==> src/rtl/ras_circular_stack.sv <==
// Circular return-address stack for the frontend predictor.
// Optional checkpoint snapshot enabled by RAS_CIRCULAR_CKPT_EN.
module ras_circular_stack #(
  parameter int DEPTH = 2,
  parameter int VLEN  = 64
) (
  input  logic                       clk_i,
  input  logic                       rst_i,
  input  logic                       flush_i,
  input  logic                       push_i,
  input  logic [VLEN-1:0]            push_addr_i,
  input  logic                       pop_i,
  input  logic                       ckpt_save_i,
  input  logic                       ckpt_rest_i,
  output logic                       top_valid_o,
  output logic [VLEN-1:0]            top_addr_o,
  output logic [$clog2(DEPTH+1)-1:0] count_o
);

  localparam int PW = (DEPTH > 1) ? $clog2(DEPTH) : 1;
  localparam int CW = $clog2(DEPTH + 1);

  logic [VLEN-1:0] mem [DEPTH];
  logic [PW-1:0]   ptr_q, ptr_n;
  logic [CW-1:0]   cnt_q, cnt_n;
  logic            wr_en;
  logic [PW-1:0]   wr_idx;
  logic [PW-1:0]   ptr_inc, ptr_dec;

  // Explicit wrap so non-power-of-two depths stay in range
  assign ptr_inc = (ptr_q == PW'(DEPTH - 1)) ? '0 : ptr_q + 1'b1;
  assign ptr_dec = (ptr_q == '0) ? PW'(DEPTH - 1) : ptr_q - 1'b1;

`ifdef RAS_CIRCULAR_CKPT_EN
  logic [PW-1:0] snap_ptr_q;
  logic [CW-1:0] snap_cnt_q;
`else
  logic unused_ckpt;
  assign unused_ckpt = ckpt_save_i ^ ckpt_rest_i;
`endif

  always_comb begin
    ptr_n  = ptr_q;
    cnt_n  = cnt_q;
    wr_en  = 1'b0;
    wr_idx = ptr_q;
    if (flush_i) begin
      cnt_n = '0;
`ifdef RAS_CIRCULAR_CKPT_EN
    end else if (ckpt_rest_i) begin
      ptr_n = snap_ptr_q;
      cnt_n = snap_cnt_q;
`endif
    end else if (push_i && pop_i) begin
      wr_en = 1'b1;
      if (cnt_q == '0)
        cnt_n = CW'(1);
    end else if (push_i) begin
      ptr_n  = ptr_inc;
      wr_en  = 1'b1;
      wr_idx = ptr_inc;
      if (cnt_q != CW'(DEPTH))
        cnt_n = cnt_q + 1'b1;
    end else if (pop_i) begin
      if (cnt_q != '0) begin
        ptr_n = ptr_dec;
        cnt_n = cnt_q - 1'b1;
      end
    end
  end

  always_ff @(posedge clk_i or posedge rst_i) begin
    if (rst_i) begin
      ptr_q <= '0;
      cnt_q <= '0;
      for (int i = 0; i < DEPTH; i++)
        mem[i] <= '0;
    end else begin
      ptr_q <= ptr_n;
      cnt_q <= cnt_n;
      if (wr_en)
        mem[wr_idx] <= push_addr_i;
    end
  end

`ifdef RAS_CIRCULAR_CKPT_EN
  // Snapshot follows next-state, so save+restore keeps the restored value
  always_ff @(posedge clk_i or posedge rst_i) begin
    if (rst_i) begin
      snap_ptr_q <= '0;
      snap_cnt_q <= '0;
    end else if (ckpt_save_i) begin
      snap_ptr_q <= ptr_n;
      snap_cnt_q <= cnt_n;
    end
  end
`endif

  assign top_addr_o  = mem[ptr_q];
  assign top_valid_o = (cnt_q != '0);
  assign count_o     = cnt_q;

endmodule

==> config.mk <==
export PLATFORM = sky130hd
export DESIGN_NAME = ras_circular_stack
export DESIGN_NICKNAME = d
export VERILOG_FILES = /design/src/rtl/ras_circular_stack.sv
export SDC_FILE = /design/constraint.sdc
export NUM_CORES = 1
export LEC_CHECK = 0
export ABC_AREA = 1
export BUFFER_PORTS_ARGS = -buffer_cell sky130_fd_sc_hd__buf_2
export CELL_PAD_IN_SITES_DETAIL_PLACEMENT = 1
export CELL_PAD_IN_SITES_GLOBAL_PLACEMENT = 1
export CORE_UTILIZATION = 42
export CTS_CLUSTER_DIAMETER = 30
export DETAILED_ROUTE_END_ITERATION = 8
export PLACE_DENSITY = 0.84
export SYNTH_ARGS = -nofsm -noshare
export SYNTH_HDL_FRONTEND = slang
export SYNTH_SLANG_ARGS = --single-unit
==> constraint.sdc <==
create_clock -name clk_i -period 8.7 [get_ports clk_i]
set_input_delay 0 -clock clk_i [delete_from_list [all_inputs] [get_ports clk_i]]
set_output_delay 0 -clock clk_i [all_outputs]
set_load 0.05 [all_outputs]
Word level (Yosys, flattened, before mapping)
Index checks and enable logic that the tools add are counted.
{"block": "totals", "ff_bits": 131, "latch_bits": 0, "ramBits": 0, "rom_bits": 0, "input_bits": 71, "n_memories": 0}
{"block": "op_classes", "addsub": 4, "n_mul": 0, "div_mod_pow": 0, "magnitude_cmp": 3, "eq_ne": 3, "n_shift": 0, "n_mux": 24, "n_bitwise": 4, "reduce_logical": 10}
{"cell": "64-bit 2-to-1 mux", "n": 4}
{"cell": "128-bit bitwise mux", "n": 1}
{"cell": "64-bit demux with 1-bit select", "n": 1}
{"cell": "2-bit 2-to-1 mux", "n": 7}
{"cell": "1-bit 2-to-1 mux", "n": 11}
{"cell": "4-bit AND reduction", "n": 2}
{"cell": "4-bit nonzero test", "n": 2}
{"cell": "2-bit nonzero test", "n": 3}
{"cell": "2-bit greater-or-equal comparator, second input constant", "n": 2}
{"cell": "4-bit by 2-bit != test with 1-bit output, second input constant", "n": 1}
{"cell": "1-bit inverter with 2-bit output", "n": 2}
{"cell": "3-bit by 2-bit != test with 1-bit output, second input constant", "n": 1}
{"cell": "2-bit by 1-bit adder with 2-bit output, second input constant", "n": 1}
{"cell": "1-bit logical AND", "n": 2}
{"cell": "2-bit logical NOT", "n": 1}
{"cell": "2-bit by 1-bit < comparator with 1-bit output, second input constant", "n": 1}
{"cell": "2-bit != test, second input constant", "n": 1}
{"cell": "1-bit inverter", "n": 2}
{"cell": "2-bit by 1-bit subtractor with 2-bit output, second input constant", "n": 1}
{"cell": "1-bit adder, second input constant", "n": 1}
{"cell": "1-bit subtractor, second input constant", "n": 1}

Longest topological paths before layout
Gate-level depths: netlist of run 1.
{"block": "depth", "ltp_word": 11, "mapped_depth": 10}

Worst setup path after synthesis of run 1
No wires, ideal clock.
{"block": "synth_timing", "path_kind": "register -> register", "start": "register ptr_q", "end": "register mem[120] in the netlist's numbering", "setup_time_ps": 121, "arrival_time_ps": 1697, "t_required_ps": 8579, "setup_slack_ps": 6883, "stages_incl_launch_ff": 11, "path_buffers": 3, "synth_period_minus_slack_ps": 1817, "path_cell_list": "dfrtp_1 > inv_1 > clkbuf_1 > ha_1 > nand3b_1 > nand2_1 > nand2_1 > buf_2 > buf_4 > nand2_1 > o21ai_1"}
{"block": "synth_via", "elab_chain_cells": 11}
{"item": "start: declaration", "line": "24", "text": "logic [PW-1:0] ptr_q, ptr_n;"}
{"item": "start signal: assignment", "line": "79", "text": "ptr_q <= ptr_n;"}
{"item": "1-bit adder", "line": "31", "text": "assign ptr_inc = (ptr_q == PW'(DEPTH - 1)) ? '0 : ptr_q + 1'b1;"}
{"item": "1-bit 2-to-1 mux", "line": "31"}
{"item": "1-bit 2-to-1 mux", "line": "58", "text": "end else if (push_i) begin"}
{"item": "1-bit 2-to-1 mux", "line": "54", "text": "end else if (push_i && pop_i) begin"}
{"item": "1-bit 2-to-1 mux *", "line": "47", "text": "if (flush_i) begin"}
{"item": "1-bit inverter with 2-bit output (not written as such) *", "line": "82", "text": "mem[wr_idx] <= push_addr_i;"}
{"item": "2-bit greater-or-equal comparator (not written as such) or 2-bit by 1-bit < comparator with 1-bit output (tied branches)", "line": "82"}
{"item": "1-bit logical AND (not written as such)", "line": "82"}
{"item": "64-bit 2-to-1 mux (not written as such)", "line": "82"}
{"item": "64-bit demux with 1-bit select *", "line": "82"}
{"item": "128-bit bitwise mux *", "line": "82"}
{"item": "end signal: indexed assignment", "line": "82"}
{"item": "end: declaration", "line": "23", "text": "logic [VLEN-1:0] mem [DEPTH];"}
Mark *: on every way between the ends. The rest lies on a longest branch, timed or not.
A chain may end at the register's enable or synchronous reset.

Worst setup path after layout of run 1
{"block": "layout_timing", "start": "register ptr_q", "end": "register mem[12] in the netlist's numbering"}
Same word-level chain as after synthesis.

==> results.sh, run 1 <==
export IMPL_status="completed"
export IMPL_worstPathCellList="inv_2 > buf_4 > nand2_1 > nand3_4 > buf_4 > nand2_1 > o21ai_1"
export IMPL_maxCapViolCount=0
export IMPL_fin_skew_ns=0.008326
export IMPL_clk_latency_ns=0.42
export IMPL_start_util_pct=43.36
export IMPL_rsz0062_at_grt="false"
export IMPL_yosysUniqueCellTypes=16
export IMPL_grt_max_degree=74
export IMPL_cts_made_buffers=17
export IMPL_syn_cell_area_um2=5788
export IMPL_post_cts_setup_buffers=0
export IMPL_r2r_setup_slack_ns=5.77
export IMPL_grt_pass1_vias=6143
export IMPL_yosysMostFrequentCell="nand2_1"
export IMPL_wire_per_inst_um=16.31
export IMPL_postCtsHoldBufs=67
export IMPL_hold_end="count_o[0]"
export IMPL_wirelength_um=17890
export IMPL_crit_path_top_delay_cell="buf_4"
export IMPL_post_cts_resized=0
export IMPL_synth_avg_cell_area_um2=7.973
export IMPL_gr_total_overflow=0
export IMPL_leakagePower_nw=4.322
export IMPL_fin_crit_ns=2.932
export IMPL_h_tree_depth=4
export IMPL_finalHoldViolCount=0
export IMPL_path_clk_slew_ns=0.05
export IMPL_reg2reg_depth=7
export IMPL_dp_hpwl_um=9427
export IMPL_numClockSinks=131
export IMPL_grt_pass1_wl_um=29500
export IMPL_drt_vias_per_instance=4.976
export IMPL_switchingPower_w=0.001283
export IMPL_syn_nets=799
export IMPL_p_per_area_nw_per_um2=368.9
export IMPL_dieArea_um2=14250
export IMPL_final_nets=983
export IMPL_place_congestion=0.7579
export IMPL_ys_async_sr_fraction_pct=100.0
export IMPL_critical_path_top_delay_family="buffers and inverters"
export IMPL_die_width_um=119.4
export IMPL_antenna_left=0
export IMPL_peakVddDrop_v=0.0001775
export IMPL_min_path_type="input pin to register"
export IMPL_critPathKind="register to register"
export IMPL_cp_max_fo=67
export IMPL_route_met3_wl_um=804
export IMPL_crit_buf_inv=3
export IMPL_drc_errors=0
export IMPL_power_total_w=0.002863
export IMPL_synth_area_top_cells="dfrtp_1, nand2_1, o21ai_1, inv_1, o21ai_0"
export IMPL_synth_top_flop_cell="dfrtp_1"
export IMPL_drtIter0Drc=259
export IMPL_root_buffer="clkbuf_16"
export IMPL_drive_gt1_share_pct=18.78
export IMPL_synth_common_cells="nand2_1, dfrtp_1, o21ai_1, inv_1, o21ai_0"
export IMPL_hold_depth=5
export IMPL_sw_frac_of_total_pct=44.82
export IMPL_yosys_warnings=0
export IMPL_critPathMaxStageDelay_ns=0.64
export IMPL_sequentialPowerShare_pct=33.3
export IMPL_max_freq_mhz=341.1
export IMPL_p_int_w=0.001580
export IMPL_core_area_um2=13350
export IMPL_grt_usage_pct=26.66
export IMPL_area_growth_syn_to_layout_pct=34.11
export IMPL_clk_path_buf_depth=2
export IMPL_grt_antenna_before_repair=0
export IMPL_fill_cells=1675
export IMPL_fin_hold_ws_ns=0.08090
export IMPL_dr_pass1_iters=4
export IMPL_rr_startpoint="ptr_q"
export IMPL_dr_max_layer_used="met4"
export IMPL_maxSlewHeadroom_pct=39.37
export IMPL_antennaDiodeCount=0
export IMPL_finalSetupTns_ns=0
export IMPL_period_share_pct=33.70
export IMPL_syn_inst=726
export IMPL_hold_start="push_i"
export IMPL_via_count=5459
export IMPL_cp_end_kind="register"
export IMPL_ioPinCount=138
export IMPL_slew_viol_final=0
export IMPL_portBuffers=135
export IMPL_arrival_ns=3.26
export IMPL_seq_area_frac_synth_pct=56.64
export IMPL_rows=42
export IMPL_cts_tree="yes"
export IMPL_cp_required_ns=9.03
export IMPL_synth_top_cell_area_share_pct=56.64
export IMPL_met2_length_um=9531
export IMPL_synth_seq_cells=131
export IMPL_wl_met1_um=7076
export IMPL_setup_viol=0
export IMPL_die_h_um=119.4
export IMPL_synth_largest_area_cell="dfrtp_1"
export IMPL_r2r_end="mem[12]"
export IMPL_start_kind="register"
export IMPL_worstMarginPinSlew_ns=0.9094
export IMPL_pwr_share_clk_pct=24.8
export IMPL_synth_edf_count=0
export IMPL_power_frac_comb_pct=42.0
## power groups by stage
stage	registers, W	logic, W	clock network [W]
floorplan	0.000923	0.000896	0
global placement	0.000931	0.00112	0
detailed placement	0.000950	0.00116	0
CTS	0.000945	0.00119	0.000723
global route	0.000979	0.00129	0.000747
finish	0.000952	0.00120	0.000709
## metal layers
layer	vias up	GRT usage [%]
met3	42	5.843
met5	-	0
li1	2599	-
met1	2679	29.16
met4	0	11.17
met2	139	49.42
## how the worst max path moves through the flow
stage,from,end,slack [ns],cells past startpoint
after floorplan,rst_i,count_o[0],5.20,1
after global placement,ptr_q,mem[26],5.89,6
after detailed placement,ptr_q,mem[16],5.82,6
after CTS,ptr_q,mem[16],5.79,6
after global routing,ptr_q,mem[12],5.55,7
final,ptr_q,mem[12],5.77,7
## logic make-up (layout without fill, tap and decap cells)
kind of cell	after synthesis	in the layout	share of synthesized area [%]
fa+ha+maj	2	2	0.4323
compound gates	131	131	11.33
flops	131	131	56.64
simple gates	348	348	22.74
buf+inv	114	309	8.863
## layout make-up
| class | instances | area, um2 | area share, % |
|---|---|---|---|
| multi-input combinational | 481 | 2017 | 25.98 |
| tap | 176 | 220.2 | 2.837 |
| inverter | 72 | 272.8 | 3.514 |
| clock buffer | 26 | 519.2 | 6.689 |
| timing repair buffer | 207 | 1384 | 17.83 |
| sequential | 131 | 3279 | 42.25 |
| clock inverter | 4 | 70.07 | 0.9026 |
## tightest hold or removal path, stage by stage
cell and delay, ns:
buf_2 0.13, nand3_1 0.08, nand2_1 0.09, nand3_1 0.09
nand2_1 0.05
## per-stage QoR
step	utilization [%]	cell area, um2	cells	setup slack (ns)
global route	58.16	7762	1097	5.553
floorplan	-	5788	726	5.202
CTS	58.16	7762	1097	5.793
global placement	48.72	6502	1000	5.893
finish	58.16	7762	1097	5.768
detailed placement	48.72	6502	1000	5.817
## sequential cells by signal (all words and copies together) (netlist names)
signal,cells
ptr_q,1
count_o,2
mem,128
## cells in the final DEF (no fill, tap or decap)
master / synthesis / routed
a21oi_1: 2 / 2
buf_2: 17 / 135
buf_4: 9 / 5
bufinv_16: 0 / 2
clkbuf_1: 11 / 3
clkbuf_16: 0 / 17
clkbuf_8: 0 / 6
clkinv_2: 0 / 2
dfrtp_1: 131 / 130
dfrtp_2: 0 / 1
dlygate4sd3_1: 0 / 67
ha_1: 2 / 2
inv_1: 71 / 69
inv_2: 1 / 2
inv_4: 0 / 1
nand2_1: 339 / 338
nand2_4: 0 / 1
nand3_1: 5 / 4
nand3_4: 0 / 1
nand3b_1: 1 / 1
nor2_1: 3 / 3
o21ai_0: 26 / 26
o21ai_1: 103 / 103
Power figures use the tool's default switching activity.
==> run 2: changes to the inputs <==
- CORE_UTILIZATION: 42 -> 35
- PLACE_DENSITY: 0.84 -> 0.75
- clock period: 8.7 -> 2.68 ns (I/O delays scaled with it)
==> run 2 against run 1 <==
Effect of this change: first-iteration DRC count down 28%; largest power group unchanged; sequential cell count unchanged; critical path depth down 2; critical path type is now register to output port; register-to-register slack worse by 5.0 ns; clock skew down 0.0042 ns; core utilization down 8.7 points.
==> results.sh, run 2 (synthesis results as in run 1) <==
export IMPL_r2r_end="mem[46]"
export IMPL_h_tree_depth=4
export IMPL_fin_skew_ns=0.004157
export IMPL_cts_tree="yes"
export IMPL_critPathKind="register to output port"
export IMPL_critPathMaxStageDelay_ns=0.62
export IMPL_antennaDiodeCount=0
export IMPL_fill_cells=1958
export IMPL_multi_input_area_um2=2017
export IMPL_post_cts_resized=0
export IMPL_power_total_w=0.009236
export IMPL_numClockSinks=131
export IMPL_drive_gt1_share_pct=19.53
export IMPL_final_nets=988
export IMPL_cp_end_kind="output port"
export IMPL_drtIter0Drc=187
export IMPL_design_area_um2=7913
export IMPL_antenna_left=0
export IMPL_area_growth_syn_to_layout_pct=36.71
export IMPL_critical_path_top_delay_family="buffers and inverters"
export IMPL_gr_total_overflow=0
export IMPL_clk_latency_ns=0.41
export IMPL_hold_end="count_o[0]"
export IMPL_period_share_pct=75.86
export IMPL_crit_top_cell="nand2_1"
export IMPL_drt_vias_per_instance=4.536
export IMPL_grt_pass1_wl_um=26050
export IMPL_portBuffers=135
export IMPL_fin_crit_ns=2.033
export IMPL_start_kind="register"
export IMPL_largest_register_ffs=128
export IMPL_cts_made_buffers=17
export IMPL_grt_pass1_vias=5388
export IMPL_wire_per_inst_um=13.82
export IMPL_rr_startpoint="ptr_q"
export IMPL_slew_viol_final=0
export IMPL_leakagePower_nw=4.362
export IMPL_finalSetupTns_ns=0
export IMPL_maxCapViolCount=0
export IMPL_worstPathCellList="inv_2 > buf_4 > nand2_1 > nand2_1 > buf_2"
export IMPL_dp_hpwl_um=9162
export IMPL_die_width_um=130.6
export IMPL_layout_commonest_cell="nand2_1"
export IMPL_dpl_cell_area_um2=6649
export IMPL_wirelength_um=15800
export IMPL_cp_max_fo=65
export IMPL_dr_pass1_iters=4
export IMPL_r2r_setup_slack_ns=0.72
export IMPL_drc_errors=0
export IMPL_reg2reg_depth=7
export IMPL_hold_depth=5
export IMPL_worstMarginPinSlew_ns=0.8486
export IMPL_grt_antenna_before_repair=0
export IMPL_final_seq_area_um2=3279
export IMPL_finalHoldViolCount=0
export IMPL_grt_usage_pct=19.81
export IMPL_setup_viol=0
export IMPL_postCtsHoldBufs=66
export IMPL_rows=46
export IMPL_dieArea_um2=17060
export IMPL_die_h_um=130.6
export IMPL_cp_required_ns=2.68
export IMPL_most_common_layout_cells="nand2_1, buf_2, dfrtp_1"
export IMPL_max_freq_mhz=491.9
export IMPL_core_area_um2=16000
export IMPL_crit_path_top_delay_cell="buf_4"
export IMPL_clk_path_buf_depth=2
export IMPL_top_register="mem"
export IMPL_peakVddDrop_v=0.0005058
export IMPL_p_per_area_nw_per_um2=1167
export IMPL_maxSlewHeadroom_pct=43.31
export IMPL_rsz0062_at_grt="false"
export IMPL_path_clk_slew_ns=0.06
export IMPL_arrival_ns=2.03
export IMPL_crit_buf_inv=3
export IMPL_status="completed"
export IMPL_hold_start="pop_i"
export IMPL_min_path_type="input pin to register"
export IMPL_post_cts_setup_buffers=0
export IMPL_via_count=5185
export IMPL_ioPinCount=138
export IMPL_root_buffer="clkbuf_16"
export IMPL_place_congestion=0.7163
export IMPL_start_util_pct=36.17
export IMPL_fin_hold_ws_ns=0.02313
export IMPL_grt_max_degree=66
[run 2: metrics by stage]
step           worst slack [ns]  util (%)  cells
3_3_place_gp             0.7768     41.55   1046
3_5_place_dp             0.7393     41.55   1046
5_1_grt                  0.4667     49.45   1143
2_1_floorplan            0.8625         -    726
4_1_cts                  0.5849     49.45   1143
6_report                 0.6469     49.45   1143
[run 2: power by group]
group	internal (W)	leakage, nW	switching, W
combinational	0.000967	2.44	0.00286
clock	0.00153	0.292	0.000842
sequential	0.00268	1.63	0.000366
total	0.00517	4.36	0.00406
[run 2: worst register-to-register path: stages, from the launching register on]
cell	delay, ns
dfrtp_2	0.36
inv_2	0.05
ha_1	0.26
nand3b_1	0.17
nand3_4	0.44
buf_4	0.41
nand2_1	0.08
o21ai_0	0.08
[run 2: worst max-delay path by stage]
stage	slack (ns)	cells past startpoint	endpoint	from
finish	0.65	5	top_addr_o[37]	ptr_q
CTS	0.58	5	top_addr_o[37]	ptr_q
floorplan	0.86	10	mem[120]	ptr_q
global placement	0.78	7	mem[41]	ptr_q
detailed placement	0.74	7	mem[46]	ptr_q
global route	0.47	5	top_addr_o[37]	ptr_q
[run 2: final cells by class]
class / count / area share [%]
Sequential cell: 131 / 41.45
Clock buffer: 22 / 5.993
Multi-Input combinational cell: 481 / 25.49
Timing Repair Buffer: 212 / 18.56
Clock inverter: 9 / 1.629
Inverter: 72 / 3.463
Tap cell: 216 / 3.416
[run 2: metal layers]
layer / vias up / global-route usage [%] / routed length (um)
met2: 104 / 34.45 / 7845
met1: 2447 / 23.90 / 6997
met4: 0 / 6.423 / 189
met3: 21 / 5.130 / 764
met5: - / 0 / 0
li1: 2613 / - / -
==> run 3: changes to the inputs <==
- ABC_AREA: 1 -> 0
- CORE_UTILIZATION: 35 -> 44
- PLACE_DENSITY: 0.75 -> 0.79
- clock period: 2.68 -> 1.93 ns (I/O delays scaled with it)
==> run 3 against run 2 <==
Effect of this change: critical path depth up 1; sequential cell count stayed put; first-iteration DRC count is 36% lower; cell count is 33% lower; die area down 20%; hold slack better by 0.087 ns; non-clock buffer count did not move; critical path type is now register to register; critical endpoint is now mem[45]; largest cell class unchanged.
==> results.sh, run 3 <==
export IMPL_power_total_w=0.01465
export IMPL_die_width_um=116.8
export IMPL_ys_async_sr_fraction_pct=100.0
export IMPL_yosys_warnings=0
export IMPL_grt_pass1_vias=4434
export IMPL_dp_hpwl_um=8256
export IMPL_synth_edf_count=0
export IMPL_setup_viol=0
export IMPL_cts_made_buffers=17
export IMPL_place_congestion=0.7170
export IMPL_syn_inst=373
export IMPL_syn_cell_area_um2=5801
export IMPL_cp_required_ns=2.22
export IMPL_min_path_type="input pin to register"
export IMPL_largest_register_ffs=128
export IMPL_ioPinCount=138
export IMPL_critical_path_startpoint="ptr_q"
export IMPL_yosysUniqueCellTypes=21
export IMPL_status="completed"
export IMPL_grt_usage_pct=22.85
export IMPL_via_count=3878
export IMPL_clk_path_buf_depth=2
export IMPL_slew_viol_final=0
export IMPL_rr_startpoint="ptr_q"
export IMPL_peakVddDrop_v=0.0009900
export IMPL_gr_total_overflow=0
export IMPL_fin_skew_ns=0.007071
export IMPL_synth_common_cells="mux2_2, dfrtp_1, buf_6, a21oi_1, buf_2"
export IMPL_p_per_area_nw_per_um2=1834
export IMPL_h_tree_depth=4
export IMPL_leakagePower_nw=3.600
export IMPL_synth_seq_cells=131
export IMPL_cp_max_fo=34
export IMPL_seq_area_frac_synth_pct=56.51
export IMPL_antenna_left=0
export IMPL_fin_hold_ws_ns=0.1101
export IMPL_core_area_um2=12720
export IMPL_fill_cells=1248
export IMPL_start_util_pct=45.59
export IMPL_period_share_pct=96.79
export IMPL_cp_end_kind="register"
export IMPL_worstMarginPinSlew_ns=0.4948
export IMPL_maxCapViolCount=0
export IMPL_met2_length_um=8292
export IMPL_drt_vias_per_instance=5.056
export IMPL_finalHoldViolCount=0
export IMPL_switchingPower_w=0.006116
export IMPL_final_nets=655
export IMPL_most_common_layout_cells="mux2_2, buf_2, dfrtp_1"
export IMPL_wirelength_um=14640
export IMPL_drc_errors=0
export IMPL_r2r_setup_slack_ns=0.06
export IMPL_maxSlewHeadroom_pct=67.01
export IMPL_grt_max_degree=67
export IMPL_synth_avg_cell_area_um2=15.55
export IMPL_grt_pass1_wl_um=23000
export IMPL_endpoint="mem[45]"
export IMPL_grt_antenna_before_repair=0
export IMPL_synth_top_flop_cell="dfrtp_1"
export IMPL_critPathKind="register to register"
export IMPL_max_freq_mhz=535.3
export IMPL_rows=41
export IMPL_layout_commonest_cell="mux2_2"
export IMPL_route_met3_wl_um=541
export IMPL_clk_latency_ns=0.41
export IMPL_p_int_w=0.008534
export IMPL_drtIter0Drc=120
export IMPL_drive_gt1_share_pct=62.35
export IMPL_root_buffer="clkbuf_16"
export IMPL_antennaDiodeCount=0
export IMPL_numClockSinks=131
export IMPL_portBuffers=135
export IMPL_dr_max_layer_used="met4"
export IMPL_cts_tree="yes"
export IMPL_start_kind="register"
export IMPL_synth_top_cell_area_share_pct=56.51
export IMPL_synth_area_top_cells="dfrtp_1, mux2_2, buf_6, mux2_1, a21oi_1"
export IMPL_top_register="mem"
export IMPL_dr_pass1_iters=4
export IMPL_pwr_share_clk_pct=22.3
export IMPL_arrival_ns=2.16
export IMPL_die_h_um=116.8
export IMPL_wire_per_inst_um=19.08
export IMPL_synth_largest_area_cell="dfrtp_1"
export IMPL_area_growth_syn_to_layout_pct=37.68
export IMPL_fin_crit_ns=1.868
export IMPL_wl_met1_um=5454
export IMPL_power_frac_comb_pct=46.3
export IMPL_path_clk_slew_ns=0.06
export IMPL_dieArea_um2=13650
export IMPL_sequentialPowerShare_pct=31.4
export IMPL_reg2reg_depth=6
export IMPL_r2r_end="mem[45]"
export IMPL_syn_nets=446
export IMPL_yosysMostFrequentCell="mux2_2"
export IMPL_sw_frac_of_total_pct=41.75
run 3: cell type report:
cell class / count / area, um2 / share of cell area (%)
Sequential cell: 131 / 3279 / 41.06
Multi-Input combinational cell: 216 / 2357 / 29.52
Clock buffer: 21 / 470.5 / 5.891
Inverter: 4 / 21.27 / 0.2663
Tap cell: 172 / 215.2 / 2.695
Timing Repair Buffer: 212 / 1510 / 18.91
Clock inverter: 11 / 132.6 / 1.661
run 3: cells by family after synthesis:
group                    after synthesis  synth area share (%)
buffers and inverters                 26                 3.343
XOR/XNOR                               1                0.1510
flip-flops                           131                 56.51
adder cells (fa/ha/maj)                2                0.4313
AND/OR/NAND/NOR                       10                 1.057
multiplexers                         194                 37.62
AO/OA/AOI/OAI                          9                0.8844
run 3: worst min-delay path by stage:
stage,start,endpoint,slack (ns),depth (start not counted)
detailed placement,rst_i,mem[37],0.14,3
CTS,pop_i,ptr_q,0.04,4
global placement,rst_i,mem[101],0.14,3
global route,pop_i,ptr_q,0.10,4
floorplan,flush_i,count_o[1],0.07,1
finish,pop_i,ptr_q,0.11,4
run 3: per-layer routing:
| metal | track usage (%) | vias up |
|---|---|---|
| li1 | - | 1756 |
| met1 | 23.82 | 1994 |
| met2 | 43.31 | 97 |
| met3 | 5.922 | 31 |
| met4 | 9.620 | 0 |
| met5 | 0 | - |
run 3: worst max-delay path, stage by stage (launching register included):
cell	delay, ns
dfrtp_2	0.39
inv_4	0.05
ha_4	0.27
mux2i_4	0.07
nor3_4	0.31
buf_12	0.27
mux2_2	0.37
run 3: power groups by stage:
stage	Sequential (W)	Clock (W)	Combinational, W
6_report	0.00460	0.00326	0.00679
3_5_place_dp	0.00460	0	0.00655
5_1_grt	0.00476	0.00345	0.00713
2_1_floorplan	0.00438	0	0.00547
3_3_place_gp	0.00446	0	0.00641
4_1_cts	0.00459	0.00330	0.00672
run 3: stage by stage:
step                      instances  setup slack, ns  utilization, %  instance area, um2     TNS (ns)
final                           767          0.06188           62.78                7986            0
after global routing            767      -0.00001621           62.78                7986  -0.00001621
after CTS                       766         0.003889           62.52                7954            0
after detailed placement        668          0.02684           52.53                6683            0
after global placement          668          0.09208           52.53                6683            0
after floorplan                 373          -0.2322               -                5879       -16.83
run 3: repair_timing:
item | in CTS | in global routing
setup endpoints to repair | 17 | 95
hold buffers | 66 | 0
gates cloned | 0 | 1
resized for setup | 1 | 2
setup buffers | 0 | 0
endpoints found under the hold margin | 261 | 0
